$ cat src/rtl/data_memory_arbiter.sv
// Two-port arbiter/sequencer in front of a single 64-bit data memory.
// One transaction at a time: IDLE samples requests, ACCESS drives the memory
// strobes for one cycle, DONE returns a one-cycle ack with err/rdata.
module data_memory_arbiter #(
  parameter int NUM_WORDS = 8,
  parameter int ADDR_W    = 6
) (
  input  logic              clk,
  input  logic              rst_n,
  input  logic              p0_req,
  input  logic              p0_we,
  input  logic [ADDR_W-1:0] p0_addr,
  input  logic [63:0]       p0_wdata,
  output logic              p0_ack,
  output logic              p0_err,
  output logic [63:0]       p0_rdata,
  input  logic              p1_req,
  input  logic              p1_we,
  input  logic [ADDR_W-1:0] p1_addr,
  input  logic [63:0]       p1_wdata,
  output logic              p1_ack,
  output logic              p1_err,
  output logic [63:0]       p1_rdata,
  output logic [ADDR_W-1:0] mem_address,
  output logic [63:0]       mem_write_data,
  output logic              mem_read,
  output logic              mem_write,
  input  logic [63:0]       mem_read_data,
  output logic              busy,
  output logic              grant_id
);

  // One extra bit so NUM_WORDS itself is representable in the comparison.
  localparam logic [ADDR_W:0] LIMIT = NUM_WORDS[ADDR_W:0];

  typedef enum logic [1:0] {IDLE, ACCESS, DONE} state_t;

  state_t            state_reg;
  logic              lat_we_reg;
  logic              lat_err_reg;

  logic              p0_win;
  logic              sel_we;
  logic [ADDR_W-1:0] sel_addr;
  logic [63:0]       sel_wdata;
  logic              sel_ok;

  // Pick the winner: a lone requester wins, a tie goes to the port not last served.
  always_comb begin
    p0_win    = p0_req && (!p1_req || grant_id);
    sel_we    = p0_win ? p0_we    : p1_we;
    sel_addr  = p0_win ? p0_addr  : p1_addr;
    sel_wdata = p0_win ? p0_wdata : p1_wdata;
    sel_ok    = ({1'b0, sel_addr} < LIMIT);
  end

  assign busy = (state_reg != IDLE);

  // Sequencer: latch request, pulse memory strobes, then return ack/err/rdata.
  always_ff @(posedge clk or negedge rst_n) begin
    if (!rst_n) begin
      state_reg      <= IDLE;
      lat_we_reg     <= 1'b0;
      lat_err_reg    <= 1'b0;
      grant_id       <= 1'b1;
      mem_address    <= '0;
      mem_write_data <= '0;
      mem_read       <= 1'b0;
      mem_write      <= 1'b0;
      p0_ack         <= 1'b0;
      p0_err         <= 1'b0;
      p0_rdata       <= '0;
      p1_ack         <= 1'b0;
      p1_err         <= 1'b0;
      p1_rdata       <= '0;
    end else begin
      case (state_reg)
        IDLE: begin
          if (p0_req || p1_req) begin
            grant_id       <= ~p0_win;
            lat_we_reg     <= sel_we;
            lat_err_reg    <= ~sel_ok;
            mem_address    <= sel_addr;
            mem_write_data <= sel_wdata;
            mem_write      <= sel_we & sel_ok;
            mem_read       <= ~sel_we & sel_ok;
            state_reg      <= ACCESS;
          end
        end
        ACCESS: begin
          mem_read  <= 1'b0;
          mem_write <= 1'b0;
          if (grant_id == 1'b0) begin
            p0_ack   <= 1'b1;
            p0_err   <= lat_err_reg;
            p0_rdata <= (!lat_we_reg && !lat_err_reg) ? mem_read_data : 64'd0;
          end else begin
            p1_ack   <= 1'b1;
            p1_err   <= lat_err_reg;
            p1_rdata <= (!lat_we_reg && !lat_err_reg) ? mem_read_data : 64'd0;
          end
          state_reg <= DONE;
        end
        DONE: begin
          p0_ack    <= 1'b0;
          p0_err    <= 1'b0;
          p1_ack    <= 1'b0;
          p1_err    <= 1'b0;
          state_reg <= IDLE;
        end
        default: state_reg <= IDLE;
      endcase
    end
  end

endmodule

$ cat config.mk
export PLATFORM = sky130hd
export DESIGN_NAME = data_memory_arbiter
export DESIGN_NICKNAME = d
export VERILOG_FILES = /design/src/rtl/data_memory_arbiter.sv
export SDC_FILE = /design/constraint.sdc
export NUM_CORES = 1
export LEC_CHECK = 0
export ABC_AREA = 1
export CORE_AREA = 2 2 161 163
export DETAILED_ROUTE_END_ITERATION = 6
export DIE_AREA = 0 0 163 165
export GPL_ROUTABILITY_DRIVEN = 0
export HOLD_SLACK_MARGIN = 0.12
export PLACE_DENSITY = 0.82
export SETUP_SLACK_MARGIN = 0.3
export SYNTH_ARGS = -nofsm -noshare
export SYNTH_HDL_FRONTEND = slang
export SYNTH_SLANG_ARGS = --single-unit
$ cat constraint.sdc
create_clock -name clk -period 3.8 [get_ports clk]
set_input_delay 0.57 -clock clk [delete_from_list [all_inputs] [get_ports clk]]
set_output_delay 0.57 -clock clk [all_outputs]
set_load 0.1 [all_outputs]
==> results.yml <==
worst_setup_path:
  worst_path_max_delay_cell: "clkdlybuf4s50_1"
  critPathBufInv: 1
  worst-path-max-fanout: 3
  end_kind: "primary output"
  path_class: "reg -> out"
  crit_family: "buffers and inverters"
  crit_chain: "clkdlybuf4s50_1"
  start_kind: "flop"
  worst_ep_required_time_ps: 3230
  slowest_delay_ps: 1180
  arrival_ps: 2230
clock_tree:
  clock_sinks: 209
  cts_tree: "built"
  ctsRootBufferMaster: "clkbuf_16"
  cts_buffer_depth: 3
  cts_hold_buf: 1
  worstSkewPairLatency_ps: 500
  post_cts_resized: 0
  cts_inserted_buffers: 22
  post_cts_buffers: 0
  h-tree-depth: 1
  path_clk_slew_ps: 60
finish:
  regArea_um2: 5230
  final_common_cell: "nand2_1"
  nFillCells: 2177
  largestRegisters: "mem_write_data (64), p0_rdata (64), p1_rdata (64)"
  final_cell_mix: "nand2_1, clkdlybuf4s50_1, dfrtp_1, nor2_1, o21ai_0"
  area.growth.synth_to_final_pct: 56.8
  nNetsFinal: 1717
  finalInstanceArea_um2: 14000
  multiInputGateArea_um2: 3120
  drive_gt1_frac: 0.0414
placed_design:
  hpwlAfterDp_um: 21500
  port_buffers: 415
  dpl_worst_slack_ps: 1330
  place_area_um2: 13300
die:
  core_area_um2: 25000
  dieArea_um2: 26900
  rows: 58
  io-pin-count: 416
  start_util: 0.358
  die_width_um: 163
  die_y_um: 165
logic_synthesis:
  synth_top_cell_by_area: "dfrtp_1"
  synth_nets: 1324
  synth_area_um2: 8960
  ys_types: 20
  ys_ff_latch: 209
  yosysTopAreaCellShare: 0.581
  synth_warnings: 0
  synth.avg_cell_area_um2: 8.04
  syn_inst: 1114
  synth.area.top_cells: "dfrtp_1, nand2_1, nor2_1"
  synth-seq-area-share: 0.584
route:
  vias: 8917
  ant_nets: 0
  wire_per_inst_um: 16.8
  routed_wl_um: 31100
  drcViolationCount: 0
  drt_iter0_markers: 731
  drt_pre_antenna_iters: 6
  vias_per_cell: 4.81
sta:
  worst_pin_slew_ps: 1050
  rsz0062_at_grt: "false"
  fin_ws_ps: 996
  hold_violations: 0
  setup_viol: 0
  fin_tns_setup_ps: 0
  max_freq_mhz: 357
  timing.final.max_slew_violations: 0
  fin_crit_sh: 0.738
  skew_ps: 7.67
  period_minus_slack_ps: 2800
  max_slew_margin: 0.299
job:
  maxCapViolCount: 0
status:
  status: "finished clean"
global_route:
  grt_pass1_vias: 8880
  grt_max_degree: 91
  overflow: 0
  antenna_found_initial: 3
  grt_pass1_wl_um: 47300
  track_usage: 0.222
hold_path:
  hold_class: "reg -> reg"
[per-stage QoR]
step / std cells / util / hold slack, ps
floorplan: 1114 / - / 274
global placement: 1812 / 0.532 / 456
detailed placement: 1812 / 0.532 / 464
CTS: 1852 / 0.561 / 480
global route: 1855 / 0.561 / 492
finish: 1855 / 0.561 / 477
[cell families (layout without fill, tap and decap cells)]
kind of cell	after synthesis	in the layout	synth area share
buffers and inverters	136	544	0.0679
DFF	209	209	0.584
and+or+nand+nor	625	625	0.266
AOI/OAI and AO/OA	144	144	0.0823
other	0	3	0
[worst min-delay path, stage by stage (launching register included)]
cell	delay [ps]
dfrtp_1	340
nand2_1	50
nand2_1	50
[path summary, 6_finish.rpt]
kind	to	start	slack, ps	depth (start not counted)
max	grant_id	grant_id	1000	1
min	p1_rdata[19]	p1_rdata[19]	480	2
max reg2reg	p0_rdata[16]	lat_err_reg	1790	5
min reg2reg	p1_rdata[19]	p1_rdata[19]	480	2
max in group asynchronous	mem_write_data[12]	rst_n	2220	3
min in group asynchronous	p1_rdata[51]	rst_n	690	2
[per-layer routing]
| metal | track usage | wire length [um] | part of all wire | vias up |
|---|---|---|---|---|
| li1 | - | - | - | 4192 |
| met1 | 0.269 | 11900 | 0.38 | 4248 |
| met2 | 0.372 | 15100 | 0.48 | 416 |
| met3 | 0.0665 | 3100 | 0.10 | 61 |
| met4 | 0.0861 | 1010 | 0.033 | 0 |
| met5 | 0 | 0 | 0 | - |
[cell type report]
cell class              count  share of cell area
inverters                  74              0.0198
multi-input cells         769               0.222
well taps                 330              0.0294
clock buffers              36              0.0487
repair buffers            431               0.306
flip-flops and latches    209               0.372
diodes                      3            0.000534
clock inverters             3             0.00107
[synth_stat cells, drive strengths merged]
master / n
nand2: 473
nand3: 7
a21boi: 1
dfstp: 1
clkbuf: 11
a31oi: 2
dfrtp: 208
nor2: 144
inv: 74
or2: 1
o21ai: 140
buf: 51
a21oi: 1
Power is not shown: default switching activity piles up to over one toggle a cycle in this logic, so the estimate is an artifact.
